$ cat src/rtl/piso_ser.sv
// Parallel-in serial-out serializer with valid/ready load and MSB-first output.
// Define PISO_PARITY_EN to append an even-parity bit to every frame.
module piso_ser #(
    parameter int n = 4
) (
    input  logic         clk,
    input  logic         rst_n,
    input  logic [n-1:0] din,
    input  logic         load_valid,
    output logic         load_ready,
    output logic         sout,
    output logic         sout_valid,
    output logic         last
);

`ifdef PISO_PARITY_EN
    localparam int L = n + 1;
    typedef enum logic [1:0] {IDLE, SHIFT, PAR} state_t;
`else
    localparam int L = n;
    typedef enum logic {IDLE, SHIFT} state_t;
`endif
    localparam int CW = $clog2(n + 1);

    state_t         state;
    logic [n-1:0]   shreg;
    logic [CW-1:0]  cnt;
    logic           accept;
`ifdef PISO_PARITY_EN
    logic           par;
`endif

    // A new word can be taken while idle or on the final bit, giving gapless frames.
    assign load_ready = (state == IDLE) || last;
    assign accept     = load_valid && load_ready;

    // cnt holds the number of frame bits still to come after the one on sout.
    always_ff @(posedge clk or negedge rst_n) begin
        if (!rst_n) begin
            state      <= IDLE;
            shreg      <= '0;
            cnt        <= '0;
            sout       <= 1'b0;
            sout_valid <= 1'b0;
            last       <= 1'b0;
`ifdef PISO_PARITY_EN
            par        <= 1'b0;
`endif
        end else if (accept) begin
            state      <= SHIFT;
            shreg      <= {din[n-2:0], 1'b0};
            cnt        <= CW'(L - 1);
            sout       <= din[n-1];
            sout_valid <= 1'b1;
            last       <= 1'b0;
`ifdef PISO_PARITY_EN
            par        <= ^din;
`endif
        end else begin
            case (state)
                IDLE: begin
                    sout       <= 1'b0;
                    sout_valid <= 1'b0;
                    last       <= 1'b0;
                end
                SHIFT: begin
                    if (cnt == '0) begin
                        state      <= IDLE;
                        sout       <= 1'b0;
                        sout_valid <= 1'b0;
                        last       <= 1'b0;
                    end else begin
                        cnt  <= cnt - 1'b1;
                        last <= (cnt == CW'(1));
`ifdef PISO_PARITY_EN
                        if (cnt == CW'(1)) begin
                            state <= PAR;
                            sout  <= par;
                        end else begin
                            sout  <= shreg[n-1];
                            shreg <= {shreg[n-2:0], 1'b0};
                        end
`else
                        sout  <= shreg[n-1];
                        shreg <= {shreg[n-2:0], 1'b0};
`endif
                    end
                end
`ifdef PISO_PARITY_EN
                PAR: begin
                    state      <= IDLE;
                    sout       <= 1'b0;
                    sout_valid <= 1'b0;
                    last       <= 1'b0;
                end
`endif
                default: begin
                    state      <= IDLE;
                    sout       <= 1'b0;
                    sout_valid <= 1'b0;
                    last       <= 1'b0;
                end
            endcase
        end
    end

endmodule
$ cat config.mk
export PLATFORM = sky130hd
export DESIGN_NAME = piso_ser
export DESIGN_NICKNAME = d
export VERILOG_FILES = /design/src/rtl/piso_ser.sv
export SDC_FILE = /design/constraint.sdc
export NUM_CORES = 1
export LEC_CHECK = 0
export ABC_AREA = 1
export CORE_AREA = 2 2 39 41
export DETAILED_ROUTE_END_ITERATION = 16
export DIE_AREA = 0 0 41 43
export GPL_ROUTABILITY_DRIVEN = 1
export HOLD_SLACK_MARGIN = 0.08
export SYNTH_ARGS = -nofsm -noshare
export SYNTH_HDL_FRONTEND = slang
export SYNTH_SLANG_ARGS = --single-unit
$ cat constraint.sdc
create_clock -name clk -period 1.06 [get_ports clk]
set_input_delay 0.159 -clock clk [delete_from_list [all_inputs] [get_ports clk]]
set_output_delay 0.159 -clock clk [all_outputs]
set_load 0.05 [all_outputs]
==> metrics.cfg, run 1 <==
[floorplanning]
io_pins=11
die_area_um2=1760
core_area_um2=1380
row_count=14
dieHeight_um=43
initial_core_util_pct=35.2
die_x_um=41

[global_routing]
antenna_found_initial=0
overflow=0
grt_pass1_vias=448
grt_usage_pct=15.6
grt_pass1_wl_mm=1.81
grt_max_degree=11

[setup_path]
worstSetupStartpointType=flop
crit_fanout=2
arrival_ps=970
cp.required_ps=900
critPathCaptureType=output port
crit_type=reg -> out

[layout]
final_common_cell=nand2_1
drive_above_1_share_pct=43.8
post-route-util_pct=61.8
area_growth_pct=75.8
most-common-layout-cells=15 x nand2_1, 12 x nand3_1, 9 x dfrtp_1, 7 x buf_4, 6 x clkdlybuf4s50_1
fin_nets=91
stdcell_area_um2=856
diodes=0

[timing]
fin_crit_sh_pct=107
slew_viol_final=0
fin_skew_ps=5.68
worst_pin_slew_ps=386
rsz0062_at_grt=true
final.setup.worst_slack_ps=-73.3
setup_viol=8
max_slew_margin_pct=74.2
finalHoldViolations=0
fmax_mhz=882
min_period_ps=1130
finalHoldWorstSlack_ps=166

[route]
viasPerCell=4.75
drt-initial-drc-count=10
drc=0
ant_nets=0
vias=456
first_pass_iters=4
routedWlPerCell_um=12.0
wl_mm=1.15

[outcome]
violations=setup timing
status=complete, but fails checks

[clocking]
insertion_delay_ps=270
cts_tree=yes
cts_num_sinks=10
hold_buffers=0
clockRootBuffer=clkbuf_4
numCtsBuffers=3
clk_pin_slew_worst_paths_ps=70
h-tree-depth=1
clockBufferDepth=2

[power]
leakage_nw=0.417
ir_drop_mv=1.48
powerDensity_nw_per_um2=3550

[place]
hpwl_um=771
place_area_um2=718
routabilityCongestion=0.698
port_buffers=10
place_ws_ps=-199

[logic_synthesis]
synth.net_count=65
synth_cell_types=11
synth.cell_area_um2=487
ys_seq_elements=10
yosys_warnings=0
synth.avg_cell_area_um2=8.85
postSynthCellCount=55
synth-seq-area-share_pct=51.4

[job]
maxCapViolCount=0

[min_path]
hp-class=in -> async

report_power, final:
group	switching [mW]	leakage [nW]	internal, mW
clock network	0.138	0.0210	0.209
registers	0.131	0.123	0.566
logic	1.06	0.273	0.931
total	1.33	0.417	1.71
cells by family after synthesis:
logic type               count (synthesis)  share of synthesized area [%]
adder cells (fa/ha/maj)                  3                           7.71
AND/OR/NAND/NOR                         34                           33.4
flip-flops                              10                           51.4
AO/OA/AOI/OAI                            2                           2.83
buffers and inverters                    6                           4.63
cells in the mapped netlist:
master    n  area (µm²)
inv_2     2        7.51
nand2_4   2        22.5
ha_1      3        37.5
a21oi_1   1        5.00
nand2_2   2        12.5
nor2_1    1        3.75
dfrtp_1  10         250
nand2_1  17        63.8
inv_1     4        15.0
nand3_1  12        60.1
a21oi_2   1        8.76
final timing paths:
path	depth (start not counted)	endpoint	start	slack, ps
max	2	last	last$_DFF_PN0_	-70
min	2	sout$_DFF_PN0_	rst_n	170
max reg2reg	7	shreg[2]$_DFFE_PN0P_	last$_DFF_PN0_	-40
min reg2reg	2	shreg[1]$_DFFE_PN0P_	shreg[1]$_DFFE_PN0P_	520
max in group asynchronous	2	last$_DFF_PN0_	rst_n	730
min in group clk	3	sout$_DFF_PN0_	din[3]	420
area by class of cell:
type	count	area [µm²]
Fill cell	113	528
Multi-Input combinational cell	40	294
Sequential cell	10	251
Timing Repair Buffer	20	226
Clock buffer	4	36.3
Inverter	6	27.5
Tap cell	16	20.0
flip-flops by register name, indices dropped and copies added, names as in the netlist:
name,cells
cnt,3
last,1
shreg,3
sout,1
sout_valid,1
state,1
critical path, cell delays in order (launching register included):
cell and delay (ps):
dfrtp_2 430, buf_6 140, buf_12 140
layer usage:
metal  global-route usage (%)  share of wire, %  up-vias
li1                         -                 -      226
met1                     18.5                41      216
met2                     25.0                53       12
met3                     3.14               4.4        2
met4                     8.00               1.6        0
met5                        0                 0        -
timing repair:
item	CTS	global route
gates resized for setup	8	7
pin swaps	1	0
buffers inserted	4	0
cloned	0	1
setup endpoints to repair	11	11
stage by stage:
stage / TNS, ps / instances / power, mW
3_3_place_gp: -828 / 87 / 2.27
6_report: -276 / 96 / 3.04
3_5_place_dp: -924 / 87 / 2.30
2_1_floorplan: -485 / 55 / 1.63
5_1_grt: -688 / 96 / 3.24
4_1_cts: -273 / 95 / 2.87
(Power assumes the default switching activity.)
==> run 2, diff against run 1 <==
CTS_CLUSTER_SIZE = 30   (was not set)
TNS_END_PERCENT = 10   (was not set)
==> run 2 against run 1 <==
  * The flow still finishes with violations (setup timing)
  * Power is 2.4% lower
  * Final area is 1.8% lower
  * Sequential share of layout area is 0.52 points higher
  * Register-to-register slack hardly changed
  * Worst setup slack worse by 16 ps
  * Via count is 0.66% higher
  * Sequential cell count stayed put
  * Utilization is 1.1 points lower
  * Non-clock buffer count is 1 higher
  * Die area stayed put
  * First-iteration DRC count is 50% lower
  * Clock power hardly changed
  * Largest power group unchanged
==> metrics.cfg, run 2 (synthesized netlist as in run 1, its figures left out) <==
[setup_path]
worstSetupStartpointType=flop
path_depth=3
r2r-start=last$_DFF_PN0_
regToRegSetupSlack_ps=-50
cp.required_ps=900
path_delay_family=flip-flops
cp_slowest_cell=dfrtp_1
r2r_cells=7
critPathCaptureType=output port
max_stage_delay_ps=410
startpoint=state$_DFF_PN0_
arrival_ps=990
rr_endpoint=cnt[0]$_DFFE_PN0P_
crit_buf_inv=2
crit_fanout=2
crit_type=reg -> out
crit_path_end=load_ready
path_cells=buf_6 > nand2_8 > buf_12

[min_path]
hp-class=in -> async

[power]
leakage_nw=0.411
powerDensity_nw_per_um2=3530
power.total_mw=2.97
ir_drop_mv=1.60

[floorplanning]
row_count=14
io_pins=11
initial_core_util_pct=35.2
core_area_um2=1380
dieHeight_um=43
die_x_um=41
die_area_um2=1760

[outcome]
status=complete, but fails checks
violations=setup timing

[timing]
setup_viol=9
worst_pin_slew_ps=274
max_slew_margin_pct=81.7
fin_skew_ps=1.18
slew_viol_final=0
fin_crit_sh_pct=108
final.setup.worst_slack_ps=-89.7
fmax_mhz=870
rsz0062_at_grt=true
finalHoldViolations=0
finalHoldWorstSlack_ps=204
min_period_ps=1150

[clocking]
numCtsBuffers=3
h-tree-depth=1
cts_num_sinks=10
clockBufferDepth=2
clk_pin_slew_worst_paths_ps=70
insertion_delay_ps=270
cts_tree=yes
clockRootBuffer=clkbuf_4

[layout]
most-common-layout-cells=15 x nand2_1, 12 x nand3_1, 9 x dfrtp_1, 9 x buf_4, 6 x clkdlybuf4s50_1
reg.largest.list=cnt x3, shreg x3
drive_above_1_share_pct=43.8
fillers=107
area_growth_pct=72.8
fin_nets=91
post-route-util_pct=60.8
final_common_cell=nand2_1
diodes=0

[job]
maxCapViolCount=0

[global_routing]
grt_usage_pct=15.6
grt_pass1_vias=455
grt_max_degree=11
antenna_found_initial=0
grt_pass1_wl_mm=1.79
overflow=0

[place]
routabilityCongestion=0.659
hpwl_um=754
port_buffers=10

[route]
vias=459
drc=0
first_pass_iters=4
routedWlPerCell_um=11.2
wl_mm=1.08
ant_nets=0
drt-initial-drc-count=5
viasPerCell=4.78

## run 2: changes by cell type in the layout (fill, tap and decap cells not counted), sizes merged
cell,before,now
buf,14,15
nand2,22,21
## run 2: area by class of cell
class / instances / area [µm²] / share of cell area (%)
multi-input combinational: 39 / 278 / 33.0
sequential: 10 / 251 / 29.9
timing repair buffer: 21 / 230 / 27.4
clock buffer: 4 / 36.3 / 4.32
inverter: 6 / 25.0 / 2.98
tap: 16 / 20.0 / 2.38
## run 2: power breakdown
group | switching (mW) | total (mW) | internal, mW
clock | 0.138 | 0.347 | 0.209
combinational | 1.00 | 1.92 | 0.913
sequential | 0.136 | 0.702 | 0.567
## run 2: repair_timing
| item | CTS | global route |
|---|---|---|
| pin swaps | 1 | 0 |
| resized for setup | 9 | 3 |
| setup buffers | 4 | 0 |
| endpoints found under the setup margin | 11 | 11 |
| hold buffers | 0 | 0 |
## run 2: routing by layer
layer  track usage (%)  share of wire, %  vias to the layer above
li1                  -                 -                      226
met1              17.6                41                      213
met2              24.1                51                       15
met3              3.14               4.6                        5
met4              12.0               3.2                        0
met5                 0                 0                        -
## run 2: how the worst min path moves through the flow
stage / cells past startpoint / end / start
2_1_floorplan: 0 / cnt[0]$_DFFE_PN0P_ / rst_n
3_3_place_gp: 2 / cnt[2]$_DFFE_PN0P_ / rst_n
3_5_place_dp: 2 / cnt[1]$_DFFE_PN0P_ / rst_n
4_1_cts: 2 / cnt[1]$_DFFE_PN0P_ / rst_n
5_1_grt: 2 / cnt[1]$_DFFE_PN0P_ / rst_n
6_report: 2 / cnt[1]$_DFFE_PN0P_ / rst_n
## run 2: through the flow
stage	setup slack, ps	instances	TNS (ps)	area (µm²)
after floorplan	-83.1	55	-485	513
after global placement	-186	88	-918	726
after detailed placement	-231	88	-1040	726
after CTS	-90.1	96	-307	827
after global routing	-116	96	-867	841
final	-89.7	96	-358	841
==> run 3, diff against run 2 <==
clock period = 1.4 ns   (was 1.06 ns; I/O delays follow)
==> run 3 against run 2 <==
  * The flow now finishes without violations
  * Worst setup slack gained 260 ps
  * Non-clock buffer count down 11
  * Via count is 11% lower
  * Sequential power decreased by 23%
  * Largest power group unchanged
  * Critical path depth did not move
  * Register-to-register slack improved by 240 ps
  * Highest routed layer unchanged
  * Routed wire length shrank 18%
  * Worst hold slack improved by 50 ps
  * Cell count fell by 13%
  * Global-route usage down 3.1 points
  * Combinational power fell by 47%
==> metrics.cfg, run 3 (synthesized netlist as in run 1, its figures left out) <==
[floorplanning]
dieHeight_um=43
core_area_um2=1380
initial_core_util_pct=35.2
io_pins=11
die_area_um2=1760
die_x_um=41
row_count=14

[route]
highest_layer=met4
dr_wl_met3_um=32
first_pass_iters=2
ant_nets=0
vias=408
wl_met1_um=384
wl_um=880
drc=0
dr_wl_met2_um=441
drt-initial-drc-count=11
routedWlPerCell_um=10.5
viasPerCell=4.86

[clocking]
numCtsBuffers=3
cts_tree=yes
clockBufferDepth=2
insertion_delay_ps=260
clk_pin_slew_worst_paths_ps=60
cts_num_sinks=10
h-tree-depth=1
clockRootBuffer=clkbuf_4

[min_path]
hp-class=in -> async

[layout]
area_growth_pct=38.0
most-common-layout-cells=16 x nand2_1, 12 x nand3_1, 10 x dfrtp_1, 6 x clkdlybuf4s50_1
fin_nets=80
diodes=0
post-route-util_pct=48.6
reg.largest.list=cnt x3, shreg x3
final_common_cell=nand2_1
drive_above_1_share_pct=22.1

[setup_path]
path_depth=3
arrival_ps=1020
cp.required_ps=1190
crit_type=reg -> out
worstSetupStartpointType=flop
r2r-start=cnt[0]$_DFFE_PN0P_
path_cells=inv_1 > nand2_2 > buf_12
rr_endpoint=cnt[1]$_DFFE_PN0P_
path_delay_family=flip-flops
startpoint=last$_DFF_PN0_
cp_slowest_cell=dfrtp_1
max_stage_delay_ps=430
crit_buf_inv=2
regToRegSetupSlack_ps=190
r2r_cells=7
crit_path_end=load_ready
crit_fanout=3
critPathCaptureType=output port

[timing]
setup_viol=0
slew_viol_final=0
fin_skew_ps=0.298
max_slew_margin_pct=71.6
finalHoldViolations=0
fin_crit_sh_pct=87.6
fmax_mhz=816
rsz0062_at_grt=false
tns_ps=0
min_period_ps=1230
worst_pin_slew_ps=424

[power]
powerDensity_nw_per_um2=2590
ir_drop_mv=0.887
leakage_nw=0.350

[global_routing]
grt_pass1_vias=352
grt_max_degree=11
grt_pass1_wl_mm=1.43
grt_usage_pct=12.5
antenna_found_initial=0
overflow=0

[outcome]
status=finished clean

[place]
port_buffers=10
routabilityCongestion=0.698
hpwl_um=685

[job]
maxCapViolCount=0

-- run 3: power by group --
group / internal [mW] / total (mW) / switching [mW] / leakage, nW
clock: 0.0989 / 0.189 / 0.0897 / 0.0138
sequential: 0.426 / 0.540 / 0.113 / 0.125
combinational: 0.418 / 1.01 / 0.592 / 0.211
total: 0.944 / 1.74 / 0.795 / 0.350
-- run 3: what timing repair did --
action,4_1_cts,5_1_grt
hold endpoints to repair,0,0
endpoints found under the setup margin,0,2
buffers inserted,0,0
hold buffers,0,0
resized for setup,0,1
-- run 3: cell type report --
cell class | count | area (µm²)
multi-input combinational | 39 | 216
tap | 16 | 20.0
timing repair buffer | 10 | 140
clock buffer | 3 | 22.5
inverter | 6 | 22.5
fill | 133 | 712
sequential | 10 | 250
-- run 3: worst min path at each step --
stage,start,endpoint,depth (start not counted)
6_report,rst_n,sout_valid$_DFFE_PN0P_,1
5_1_grt,rst_n,sout$_DFF_PN0_,1
4_1_cts,rst_n,sout_valid$_DFFE_PN0P_,1
3_5_place_dp,cnt[1]$_DFFE_PN0P_,cnt[1]$_DFFE_PN0P_,2
3_3_place_gp,shreg[1]$_DFFE_PN0P_,shreg[1]$_DFFE_PN0P_,2
2_1_floorplan,rst_n,cnt[0]$_DFFE_PN0P_,0
-- run 3: layer usage --
layer,up-vias,global-route usage (%)
li1,202,-
met1,190,16.2
met2,12,16.9
met3,4,3.14
met4,0,10.0
met5,-,0
-- run 3: worst reg2reg max path, delay by kind of cell (launching register included) --
kind / cells / cell delay, ps
buffers and inverters: 1 / 100
flip-flops: 1 / 400
AND/OR/NAND/NOR: 5 / 410
adder cells (fa/ha/maj): 1 / 200
-- run 3: metrics by stage --
stage	worst slack [ps]	cells	hold slack, ps	cell area (µm²)	power [mW]
finish	174	84	254	672	1.74
global route	42.7	84	303	672	1.88
CTS	119	84	264	669	1.74
detailed placement	123	81	498	647	1.55
global placement	149	81	492	647	1.53
floorplan	11.1	55	-85.6	487	1.16
